$ cat src/rtl/game_sequencer.sv
// Game sequencer: debounces the three push buttons, turns each accepted
// rising edge into a one-cycle press event, and runs the
// START/MENU/READY/PLAY/FINISH flow that selects a song, counts down on
// beat ticks and hands control to the note shifter.
module game_sequencer #(
    parameter int DEB_CYCLES  = 4,
    parameter int COUNT_TICKS = 3
) (
    input  logic       clk,
    input  logic       rst,
    input  logic       tick,
    input  logic       red_button,
    input  logic       blue_button,
    input  logic       yellow_button,
    input  logic       finish,
    output logic [1:0] state,
    output logic [1:0] song_select,
    output logic [1:0] song_confirm,
    output logic       song_start,
    output logic       play_en,
    output logic       score_clr,
    output logic [1:0] countdown
);

    localparam int              CW       = (DEB_CYCLES > 1) ? $clog2(DEB_CYCLES) : 1;
    localparam logic [CW-1:0]   CNT_LAST = CW'(DEB_CYCLES - 1);
    localparam logic [1:0]      CD_LOAD  = 2'(COUNT_TICKS);

    // Button lanes: bit 0 red, bit 1 blue, bit 2 yellow.
    localparam int B_RED    = 0;
    localparam int B_BLUE   = 1;
    localparam int B_YELLOW = 2;

    typedef enum logic [2:0] {
        S_START,
        S_MENU,
        S_READY,
        S_PLAY,
        S_FINISH
    } fsm_t;

    // Display encodings on the state port; READY and PLAY share one code.
    localparam logic [1:0] D_START  = 2'd0;
    localparam logic [1:0] D_MENU   = 2'd1;
    localparam logic [1:0] D_PLAY   = 2'd2;
    localparam logic [1:0] D_FINISH = 2'd3;

    logic [2:0]    raw;
    logic [2:0]    sync1;
    logic [2:0]    sync2;
    logic [2:0]    deb;
    logic [2:0]    deb_q;
    logic [CW-1:0] deb_cnt [3];
    logic [2:0]    press;
    fsm_t          fsm;

    assign raw   = {yellow_button, blue_button, red_button};
    assign press = deb & ~deb_q;

    // Two-flop synchronizer for the asynchronous button inputs.
    always_ff @(posedge clk or posedge rst) begin
        if (rst) begin
            sync1 <= '0;
            sync2 <= '0;
        end else begin
            sync1 <= raw;
            sync2 <= sync1;
        end
    end

    // Debouncer: count consecutive samples that disagree with the accepted
    // level; flip the level on the DEB_CYCLES-th one, restart on agreement.
    always_ff @(posedge clk or posedge rst) begin
        if (rst) begin
            deb <= '0;
            for (int i = 0; i < 3; i++) begin
                deb_cnt[i] <= '0;
            end
        end else begin
            for (int i = 0; i < 3; i++) begin
                if (sync2[i] != deb[i]) begin
                    if (deb_cnt[i] == CNT_LAST) begin
                        deb[i]     <= sync2[i];
                        deb_cnt[i] <= '0;
                    end else begin
                        deb_cnt[i] <= deb_cnt[i] + 1'b1;
                    end
                end else begin
                    deb_cnt[i] <= '0;
                end
            end
        end
    end

    // Delayed copy of the debounced levels for rising-edge press detection.
    always_ff @(posedge clk or posedge rst) begin
        if (rst) begin
            deb_q <= '0;
        end else begin
            deb_q <= deb;
        end
    end

    // Game flow FSM with all outputs registered. score_clr is high only in
    // the first READY cycle, so it doubles as the "ignore this tick" flag.
    always_ff @(posedge clk or posedge rst) begin
        if (rst) begin
            fsm          <= S_START;
            state        <= D_START;
            song_select  <= 2'd1;
            song_confirm <= 2'd0;
            song_start   <= 1'b0;
            play_en      <= 1'b0;
            score_clr    <= 1'b0;
            countdown    <= 2'd0;
        end else begin
            song_start <= 1'b0;
            score_clr  <= 1'b0;
            case (fsm)
                S_START: begin
                    if (press[B_RED] || press[B_BLUE]) begin
                        fsm   <= S_MENU;
                        state <= D_MENU;
                    end
                end
                S_MENU: begin
                    if (press[B_YELLOW]) begin
                        fsm          <= S_READY;
                        state        <= D_PLAY;
                        song_confirm <= song_select;
                        countdown    <= CD_LOAD;
                        score_clr    <= 1'b1;
                    end else if (press[B_RED]) begin
                        song_select <= (song_select == 2'd1) ? 2'd3 : song_select - 2'd1;
                    end else if (press[B_BLUE]) begin
                        song_select <= (song_select == 2'd3) ? 2'd1 : song_select + 2'd1;
                    end
                end
                S_READY: begin
                    if (press[B_YELLOW]) begin
                        fsm          <= S_MENU;
                        state        <= D_MENU;
                        song_confirm <= 2'd0;
                        countdown    <= 2'd0;
                    end else if (tick && !score_clr) begin
                        if (countdown == 2'd1) begin
                            fsm        <= S_PLAY;
                            countdown  <= 2'd0;
                            song_start <= 1'b1;
                            play_en    <= 1'b1;
                        end else begin
                            countdown <= countdown - 2'd1;
                        end
                    end
                end
                S_PLAY: begin
                    if (finish) begin
                        fsm          <= S_FINISH;
                        state        <= D_FINISH;
                        play_en      <= 1'b0;
                        song_confirm <= 2'd0;
                    end
                end
                S_FINISH: begin
                    if (press[B_YELLOW]) begin
                        fsm   <= S_MENU;
                        state <= D_MENU;
                    end
                end
                default: begin
                    fsm          <= S_START;
                    state        <= D_START;
                    song_confirm <= 2'd0;
                    play_en      <= 1'b0;
                    countdown    <= 2'd0;
                end
            endcase
        end
    end

endmodule

$ cat config.mk
export PLATFORM = sky130hd
export DESIGN_NAME = game_sequencer
export DESIGN_NICKNAME = d
export VERILOG_FILES = /design/src/rtl/game_sequencer.sv
export SDC_FILE = /design/constraint.sdc
export NUM_CORES = 1
export LEC_CHECK = 0
export ABC_AREA = 1
export CAP_MARGIN = 25
export CELL_PAD_IN_SITES_DETAIL_PLACEMENT = 2
export CELL_PAD_IN_SITES_GLOBAL_PLACEMENT = 2
export CORE_AREA = 2 2 67 69
export CTS_BUF_LIST = sky130_fd_sc_hd__clkbuf_4 sky130_fd_sc_hd__clkbuf_8 sky130_fd_sc_hd__clkbuf_16
export CTS_CLUSTER_SIZE = 30
export DETAILED_ROUTE_END_ITERATION = 10
export DIE_AREA = 0 0 69 71
export HOLD_SLACK_MARGIN = 0.06
export PLACE_DENSITY_LB_ADDON = 0.15
export SETUP_SLACK_MARGIN = 0.05
export SYNTH_ARGS = -nofsm -noshare
export SYNTH_HDL_FRONTEND = slang
export SYNTH_SLANG_ARGS = --single-unit
$ cat constraint.sdc
create_clock -name clk -period 2.4 [get_ports clk]
set_input_delay 0.24 -clock clk [delete_from_list [all_inputs] [get_ports clk]]
set_output_delay 0.24 -clock clk [all_outputs]
set_load 0.05 [all_outputs]
==> results.md, run 1 <==
- Seq/Total Area, Yosys: 54.93%
- Overall power: 2.667 mW
- Setup WS pre-CTS: 0.7628 ns
- TritonCTS clock tree: yes
- H-tree depth: 2
- Clock root buffer: clkbuf_8
- Largest net degree at the start of global routing: 33
- Placer Congestion: 0.7772
- Min Tclk post-route: 1.923 ns
- Yosys cell types: 23
- Max transition margin: 65.59%
- Critical Path, Cell by Cell: clkdlybuf4s50_1
- Dpl cell area: 1703 um2
- Simple-Gate Fraction of Synth Area: 26.22%
- Pre-antenna DRT Iters: 4
- FF+latch count, synth: 32
- Post-synthesis mux area share: 2.314%
- CTS Hold Bufs: 0
- Final Cycle Share: 80.12%
- Reg2reg setup slack: 0.88 ns
- XOR/XNOR Fraction of Synth Area: 1.799%
- CP startpoint: song_select[0]
- RSZ-0062 raised after global routing: no
- Worst-Margin Slew: 0.5146 ns
- Critical path launch point type: register
- Critical path data arrival time: 1.68 ns
- CP required: 2.16 ns
- Postcts setup bufs: 0
- CP max stage cell: clkdlybuf4s50_1
- Die Footprint: 4899 um2
- Max Slew Vio Count: 0
- Final Hold Vio Count: 0
- Yosys top cell by area: dfrtp_1
- Routed Antenna Nets: 0
- Share of layout cells above drive strength 1: 14.20%
- Worst reg2reg path depth: 6
- Met2 usage in global routing: 30.34%
- Max VDD drop: 0.4735 mV
- Reg-to-reg endpoint: song_select[1]
- Worst path max stage delay: 0.82 ns
- DR WL/cell: 15.65 um
- Clock Latency Late Sink: 0.28 ns
- Net Count, Synth: 165
- # nets final: 190
- CP delay by family, top: buffers and inverters
- Top cells by area, synth: dfrtp_1 (53%), nand2_1 (8.7%), ha_1 (6.0%)
- Vias in the first global route: 1289
- Maximum clock path buffer count: 2
- Initial Util: 34.73%
- Global-route wire length before repair: 6237 um
- Crit path depth: 1
- Synth top area share: 53.13%
- Worst setup path endpoint: song_select[0]
- Synth Warn #: 0
- Post-synthesis async set-or-reset flop share: 100.0%
- TritonCTS Sinks: 32
- Final WL: 3569 um
- EDFF count, synth: 0
- Synth Area in Compound Gates: 3.085%
- Chip width: 69 um
- Met1 usage: 17.60%
- Area Overhead vs Synth: 23.22%
- DRC Markers: 0
- Final setup vio count: 0
- DP HPWL: 2637 um
- Cell row count: 24
- Vias: 1141
- CTS resizes: 0
- IO Port Bufs: 17
- Setup Crit Path Kind: register to primary output
- Post-synth top cells: nand2_1 (34), dfrtp_1 (31), inv_1 (20)
- CP Max Fanout: 5
- CTS buffer count: 5
- Design area: 1799 um2
- Most frequent cell after synthesis: nand2_1
- Gr ovfl total: 0
- I/O pin total: 18
- N_diodes: 0
- Via density: 5.004
- Largest family of logic cells by synthesized area: simple AND/OR/NAND/NOR gates
- Final worst setup slack: 0.4772 ns
- Fmax: 520.1 MHz
- LEAKAGE: 0.9004 nW
- Mapped Area: 1460 um2
- Core Area: 4204 um2
- Cells after Synth: 151
- CP bufs+invs: 1
- Setup TNS: 0 ns
- Antenna violations before repair: 0
- Reg clk slew, reported paths: 0.07 ns
- Worst flop-to-flop path startpoint: fsm[2]
- GRT Util Overall: 16.34%
- Clock skew: 0.007900 ns
- GR peak layer: met2
- Type of element capturing the critical path: primary output
- Main synth FF type: dfrtp_1
- Routing usage on met3: 3.989%
- Adder-Cell Fraction of Synth Area: 5.998%
- Cell Pwr Density: 1482 nW/um2
- Hold Crit Class: primary input to asynchronous set/reset pin
- Die Y: 71 um
- DRT iter0 DRCs: 64
- Avg Cell Area, Syn: 9.670 um2
- Max cap viols: 0
- Status: complete, no violations
-- flip-flops by register name, indices dropped and copies added (netlist names), 2 cells and up --
signal	count
deb_cnt	6
song_select	2
fsm	3
deb	3
song_confirm	2
state	2
deb_q	3
countdown	2
sync1	3
sync2	3
-- where the power goes --
group,switching [mW],internal (mW),leakage [nW],total [mW]
registers,0.167,0.739,0.399,0.906
clock network,0.187,0.255,0.0503,0.442
logic,0.878,0.440,0.451,1.32
-- tightest hold or removal path: cells and delay by family --
family   cells  cell delay [ns]
buf+inv      3             0.80
-- metrics by stage --
| step | utilization (%) | std cells | hold WS [ns] |
|---|---|---|---|
| 5_1_grt | 42.80 | 228 | 0.3689 |
| 3_5_place_dp | 40.51 | 221 | 0.3379 |
| 3_3_place_gp | 40.51 | 221 | 0.3338 |
| 4_1_cts | 42.80 | 228 | 0.3516 |
| 2_1_floorplan | - | 151 | 0.2714 |
| 6_report | 42.80 | 228 | 0.3487 |
-- layout make-up --
class	instances	area, um2
clock buffer	7	96.34
fill	478	2405
inverter	22	82.58
multi-input combinational	97	575.6
sequential	32	802.0
tap	52	65.06
timing repair buffer	18	177.7
-- cells by family after synthesis --
family / Yosys count
buffers and inverters: 22
adders and majority gates: 7
DFF: 32
AOI/OAI and AO/OA: 9
muxes: 3
and+or+nand+nor: 75
xor gates and xnor gates: 3
-- how the worst min path moves through the flow --
| stage | start | end | slack [ns] | cells after the start |
|---|---|---|---|---|
| 3_5_place_dp | sync1[2] | sync2[2] | 0.34 | 0 |
| 3_3_place_gp | sync1[2] | sync2[2] | 0.33 | 0 |
| 4_1_cts | sync1[2] | sync2[2] | 0.35 | 0 |
| 6_report | rst | song_start | 0.35 | 3 |
| 5_1_grt | sync1[2] | sync2[2] | 0.37 | 0 |
| 2_1_floorplan | red_button | sync1[0] | 0.27 | 0 |
-- placed cells by master, fill, tap and decap left out --
cell type | netlist | layout
mux2_2 | 3 | 3
nand2_4 | 1 | 1
nand3b_1 | 2 | 2
buf_4 | 0 | 1
ha_1 | 7 | 7
nor3_2 | 1 | 1
clkbuf_8 | 0 | 7
inv_1 | 20 | 20
nor2_1 | 10 | 10
nand3_2 | 3 | 3
clkdlybuf4s50_1 | 0 | 17
a21oi_1 | 2 | 2
nand2_2 | 1 | 1
nand2_1 | 34 | 34
dfrtp_1 | 31 | 31
nor2_2 | 2 | 2
dfstp_2 | 1 | 1
nand4_2 | 1 | 1
nand4_1 | 6 | 6
inv_2 | 2 | 2
xnor2_1 | 3 | 3
nand3_1 | 9 | 9
nor3_1 | 3 | 3
o21ai_1 | 2 | 2
o21ai_0 | 5 | 5
nor2_4 | 2 | 2
-- layer usage --
| layer | routed length (um) | share of wire, % |
|---|---|---|
| met5 | 0 | 0 |
| met4 | 103 | 2.9 |
| met2 | 1940 | 54 |
| met1 | 1430 | 40 |
| met3 | 94 | 2.6 |
(Power assumes the default switching activity.)
==> run 2, diff against run 1 <==
Settings changed: CORE_AREA 2 2 67 69 to 2 2 72 74, DIE_AREA 0 0 69 71 to 0 0 74 76.
Clock period 2.4 ns to 1.5 ns, I/O delays scaled along.
==> results.md, run 2 (synthesis gave the netlist of run 1 again) <==
- GRT Util Overall: 14.19% (was 16.34%)
- IO Port Bufs: 17 (unchanged)
- Commonest non-fill, non-tap cells in the layout: nand2_1 (33), dfrtp_1 (30), inv_1 (20), buf_4 (18), nor2_1 (10) (was nand2_1 (34), dfrtp_1 (31), inv_1 (20), clkdlybuf4s50_1 (17), nor2_1 (10))
- Combinational cell fraction of total power: 50.6% (was 49.4%)
- Area Overhead vs Synth: 30.76% (was 23.22%)
- Routed Antenna Nets: 0 (unchanged)
- Vias: 1135 (was 1141)
- Max reg flops: 6 (unchanged)
- Type of element capturing the critical path: register (was primary output)
- DRT iter0 DRCs: 25 (was 64)
- Pre-antenna DRT Iters: 2 (was 4)
- Worst path max stage delay: 0.47 ns (was 0.82 ns)
- Leading cell type in the layout, fill and taps excluded: nand2_1 (unchanged)
- Vias in the first global route: 1296 (was 1289)
- Max VDD drop: 0.7671 mV (was 0.4735 mV)
- Cell Pwr Density: 2379 nW/um2 (was 1482 nW/um2)
- Max cap viols: 0 (unchanged)
- Maximum clock path buffer count: 2 (unchanged)
- RSZ-0062 raised after global routing: yes (was no)
- CTS Hold Bufs: 0 (unchanged)
- Critical path launch point type: register (unchanged)
- CP delay by family, top: simple AND/OR/NAND/NOR gates (was buffers and inverters)
- Dpl cell area: 1760 um2 (was 1703 um2)
- Global-route wire length before repair: 6147 um (was 6237 um)
- CTS buffer count: 5 (unchanged)
- Max Slew Vio Count: 0 (unchanged)
- Fmax: 750.2 MHz
- Final setup vio count: 0 (unchanged)
- Gr ovfl total: 0 (unchanged)
- Hold Crit Class: primary input to asynchronous set/reset pin (unchanged)
- Setup Crit Path Kind: register to register (was register to primary output)
- Min Tclk post-route: 1.333 ns
- Switching pwr: 2.024 mW (was 1.233 mW)
- Crit path depth: 6 (was 1)
- Clock Latency Late Sink: 0.28 ns (about the same)
- Design area: 1909 um2 (was 1799 um2)
- Worst flop-to-flop path startpoint: fsm[2] (unchanged)
- Worst-Margin Slew: 0.2842 ns (was 0.5146 ns)
- Part of the power in registers: 31.3% (was 34.0%)
- Reg clk slew, reported paths: 0.07 ns (about the same)
- Placer Congestion: 0.7628 (was 0.7772)
- Share of layout cells above drive strength 1: 25.95% (was 14.20%)
- Critical path data arrival time: 1.50 ns (was 1.68 ns)
- Dpl cells: 244 (was 221)
- Cell-internal power: 2.518 mW (was 1.434 mW)
- Final Cycle Share: 88.86%
- CP startpoint: fsm[2] (was song_select[0])
- Largest net degree at the start of global routing: 15 (was 33)
- I/O pin total: 18 (unchanged)
- Initial Util: 29.72% (was 34.73%)
- N_diodes: 0 (unchanged)
- WHS: 0.1000 ns (was 0.3487 ns)
- CP max stage cell: dfrtp_2 (was clkdlybuf4s50_1)
- Reg with most FFs: deb_cnt (unchanged)
- LEAKAGE: 0.9696 nW (was 0.9004 nW)
- Clock skew: 0.003531 ns (was 0.007900 ns)
- Via density: 4.451 (was 5.004)
- CP required: 1.67 ns (was 2.16 ns)
- Non-filler cells, final: 255 (was 228)
- CP bufs+invs: 1 (unchanged)
- DR WL/cell: 13.39 um (was 15.65 um)
- Final worst setup slack: 0.1671 ns (was 0.4772 ns)
- Clock root buffer: clkbuf_8 (unchanged)
- DRC Markers: 0 (unchanged)
- # nets final: 198 (was 190)
- Cell row count: 26 (was 24)
- Status: complete, no violations (unchanged)
- DP HPWL: 2676 um (was 2637 um)
- Worst reg2reg path depth: 6 (unchanged)
- Final Util: 38.87% (was 42.80%)
- Core Area: 4912 um2 (was 4204 um2)
- Setup TNS: 0 ns (unchanged)
- Final WL: 3414 um (was 3569 um)
- Die Footprint: 5624 um2 (was 4899 um2)
- Max transition margin: 80.93% (was 65.59%)
- Die Y: 76 um (was 71 um)
- Net Sw Frac: 44.57% (was 46.23%)
- Critical Path, Cell by Cell: inv_4 -> nand3_2 -> nor2_4 -> o21ai_1 -> nand4_1 -> nand2_1 (was clkdlybuf4s50_1)
- TritonCTS clock tree: yes (unchanged)
- TritonCTS Sinks: 32 (unchanged)
- Overall power: 4.542 mW (was 2.667 mW)
- Final Hold Vio Count: 0 (unchanged)
- H-tree depth: 2 (unchanged)
- Clock share of power: 18.1% (was 16.6%)
- Antenna violations before repair: 0 (unchanged)
- Setup WS pre-CTS: 0.04430 ns (was 0.7628 ns)
- Chip width: 74 um (was 69 um)
- CP Max Fanout: 6 (was 5)
## run 2: cell count changes in the layout (fill, tap and decap cells not counted), sizes merged
cell	previous run	this run
clkbuf	7	5
clkinvlp	0	1
buf	1	20
bufinv	0	1
clkinv	0	1
clkdlybuf4s50	17	6
## run 2: path summary, 6_finish.rpt
path	to	slack, ns
hold / removal	deb[0]	0.10
hold reg to reg	sync2[1]	0.35
min in group clk	sync1[0]	0.30
setup reg to reg	fsm[2]	0.17
max in group asynchronous	fsm[2]	0.91
setup / recovery	fsm[2]	0.17
## run 2: cell type report
type,count,area [um2]
Sequential cell,32,803.3
Tap cell,70,87.58
Timing Repair Buffer,26,235.2
Multi-Input combinational cell,97,586.8
Clock inverter,3,42.54
Clock buffer,5,68.82
Inverter,22,85.08
Fill cell,553,3003
## run 2: power by group through the flow
stage	clock [mW]	combinational [mW]	sequential (mW)
2_1_floorplan	0	1.14	1.78
3_3_place_gp	0	2.16	1.42
3_5_place_dp	0	2.25	1.45
4_1_cts	0.856	2.27	1.43
5_1_grt	0.900	2.60	1.47
6_report	0.823	2.30	1.42
## run 2: timing repair
action / 4_1_cts / 5_1_grt
resized for setup: 0 / 5
endpoints found under the setup margin: 0 / 9
setup buffers: 0 / 3
## run 2: layer usage
layer	global-route usage, %	vias up	routed length, um
met5	0	-	0
met4	4.909	0	58
met3	3.571	5	99
met2	23.48	14	1816
met1	17.68	564	1440
li1	-	552	-
==> run 3, diff against run 2 <==
Settings changed: SETUP_SLACK_MARGIN 0.05 to 0.4.
==> results.md, run 3 (synthesis gave the netlist of run 1 again) <==
- I/O pin total: 18 (unchanged)
- Antenna violations before repair: 0 (unchanged)
- Pre-antenna DRT Iters: 3 (was 2)
- Die Y: 76 um (unchanged)
- Max Slew Vio Count: 0 (unchanged)
- TritonCTS Sinks: 32 (unchanged)
- Clock root buffer: clkbuf_8 (unchanged)
- N_diodes: 0 (unchanged)
- Global-route wire length before repair: 6085 um (was 6147 um)
- Type of element capturing the critical path: register (unchanged)
- Vias: 1141 (was 1135)
- Worst path max stage delay: 0.48 ns (was 0.47 ns)
- Reg clk slew, reported paths: 0.07 ns (about the same)
- Routed Antenna Nets: 0 (unchanged)
- Area of the multi-input gates: 694.4 um2 (was 586.8 um2)
- Clock skew: 0.009155 ns (was 0.003531 ns)
- DP HPWL: 2576 um (was 2676 um)
- Cell row count: 26 (unchanged)
- DR WL/cell: 13.40 um (was 13.39 um)
- Cell Pwr Density: 2352 nW/um2 (was 2379 nW/um2)
- CTS buffer count: 5 (unchanged)
- Final Hold Vio Count: 0 (unchanged)
- Max VDD drop: 0.7517 mV (was 0.7671 mV)
- Setup TNS: 0 ns (unchanged)
- CTS Hold Bufs: 0 (unchanged)
- Max transition margin: 84.42% (was 80.93%)
- Leading cell type in the layout, fill and taps excluded: nand2_1 (unchanged)
- Clock Latency Late Sink: 0.28 ns (about the same)
- CP required: 1.71 ns (was 1.67 ns)
- Filler Cells Inserted: 516 (was 553)
- Area Overhead vs Synth: 41.82% (was 30.76%)
- Core Area: 4912 um2 (unchanged)
- # nets final: 203 (was 198)
- Max reg flops: 6 (unchanged)
- Status: complete, no violations (unchanged)
- Share of layout cells above drive strength 1: 42.11% (was 25.95%)
- Min Tclk post-route: 1.276 ns (was 1.333 ns)
- Worst-Margin Slew: 0.2324 ns (was 0.2842 ns)
- Critical Path, Cell by Cell: inv_2 -> nand3_4 -> nor2_4 -> nor2_4 -> nand3_1 -> nand2_1 -> nand2_1 (was inv_4 -> nand3_2 -> nor2_4 -> o21ai_1 -> nand4_1 -> nand2_1)
- CP Max Fanout: 6 (unchanged)
- Final WL: 3485 um (was 3414 um)
- Critical path data arrival time: 1.49 ns (was 1.50 ns)
- Gr ovfl total: 0 (unchanged)
- Initial Util: 29.72% (unchanged)
- LEAKAGE: 1.001 nW (was 0.9696 nW)
- TritonCTS clock tree: yes (unchanged)
- Vias in the first global route: 1313 (was 1296)
- H-tree depth: 2 (unchanged)
- Chip width: 74 um (unchanged)
- RSZ-0062 raised after global routing: yes (unchanged)
- Largest net degree at the start of global routing: 33 (was 15)
- CP bufs+invs: 1 (unchanged)
- IO Port Bufs: 17 (unchanged)
- Reg with most FFs: deb_cnt (unchanged)
- Maximum clock path buffer count: 2 (unchanged)
- Fmax: 783.9 MHz (was 750.2 MHz)
- Register area: 815.8 um2 (was 803.3 um2)
- Via density: 4.388 (was 4.451)
- Final Cycle Share: 85.05% (was 88.86%)
- Hold Crit Class: primary input to asynchronous set/reset pin (unchanged)
- Final setup vio count: 0 (unchanged)
- GRT Util Overall: 14.23% (was 14.19%)
- Max cap viols: 0 (unchanged)
- Overall power: 4.870 mW (was 4.542 mW)
- Setup Crit Path Kind: register to register (unchanged)
- Critical path launch point type: register (unchanged)
- Placer Congestion: 0.7959 (was 0.7628)
- DRC Markers: 0 (unchanged)
- Die Footprint: 5624 um2 (unchanged)
- CP max stage cell: dfrtp_2 (unchanged)
- CP delay by family, top: simple AND/OR/NAND/NOR gates (unchanged)
- Commonest non-fill, non-tap cells in the layout: nand2_1 (27), dfrtp_1 (23), buf_4 (19), inv_1 (15), dfrtp_2 (8) (was nand2_1 (33), dfrtp_1 (30), inv_1 (20), buf_4 (18), nor2_1 (10))
- DRT iter0 DRCs: 12 (was 25)
==> run 3: changes by cell type in the layout (fill, tap and decap cells not counted), sizes merged <==
cell / change
buf: +5
bufinv: -1
clkbuf: +3
clkinv: -1
clkinvlp: -1
==> run 3: final cells by class <==
class | count | area share (%)
Clock buffer | 8 | 4.713
Timing Repair Buffer | 31 | 13.90
Tap cell | 70 | 4.230
Sequential cell | 32 | 39.40
Inverter | 22 | 4.230
Multi-Input combinational cell | 97 | 33.53
==> run 3: per-layer routing <==
metal  share of wire (%)  GRT usage (%)
met1                  42          17.05
met2                  54          24.29
met3                 2.8          2.778
met4                 1.3          6.000
met5                   0              0
==> run 3: repair_timing <==
action	in CTS	in global routing
setup buffers	9	3
endpoints found under the setup margin	14	16
gates resized for setup	19	11
pin swaps	5	3
endpoints found under the hold margin	0	0
==> run 3: worst min-delay path: stages <==
cell and delay, ns:
clkdlybuf4s50_1 0.39, inv_1 0.09, buf_12 0.21
==> run 3: power by group <==
group | internal (mW) | switching [mW]
clock | 0.410 | 0.304
combinational | 1.06 | 1.59
sequential | 1.21 | 0.294
total | 2.68 | 2.19
==> run 3: metrics by stage <==
step                hold slack (ns)  cells  setup WS [ns]  instance area [um2]  util [%]
floorplan                    0.1814    151         0.1942                 1513         -
global placement             0.3336    240         0.1252                 1783     36.30
detailed placement           0.3355    240        0.08158                 1783     36.30
CTS                          0.2222    257         0.2050                 2012     40.96
global route                 0.2336    260         0.1267                 2071     42.15
finish                       0.2180    260         0.2243                 2071     42.15
==> run 3: final timing paths <==
path                               start             end  slack [ns]  cells past startpoint
setup reg to reg                  fsm[1]        state[1]        0.22                      7
min in group clk           yellow_button        sync1[2]        0.31                      1
setup / recovery                  fsm[1]        state[1]        0.22                      7
hold reg to reg                 sync1[2]        sync2[2]        0.35                      0
hold / removal                       rst  song_select[1]        0.22                      3
max in group asynchronous            rst  song_select[0]        1.05                      3
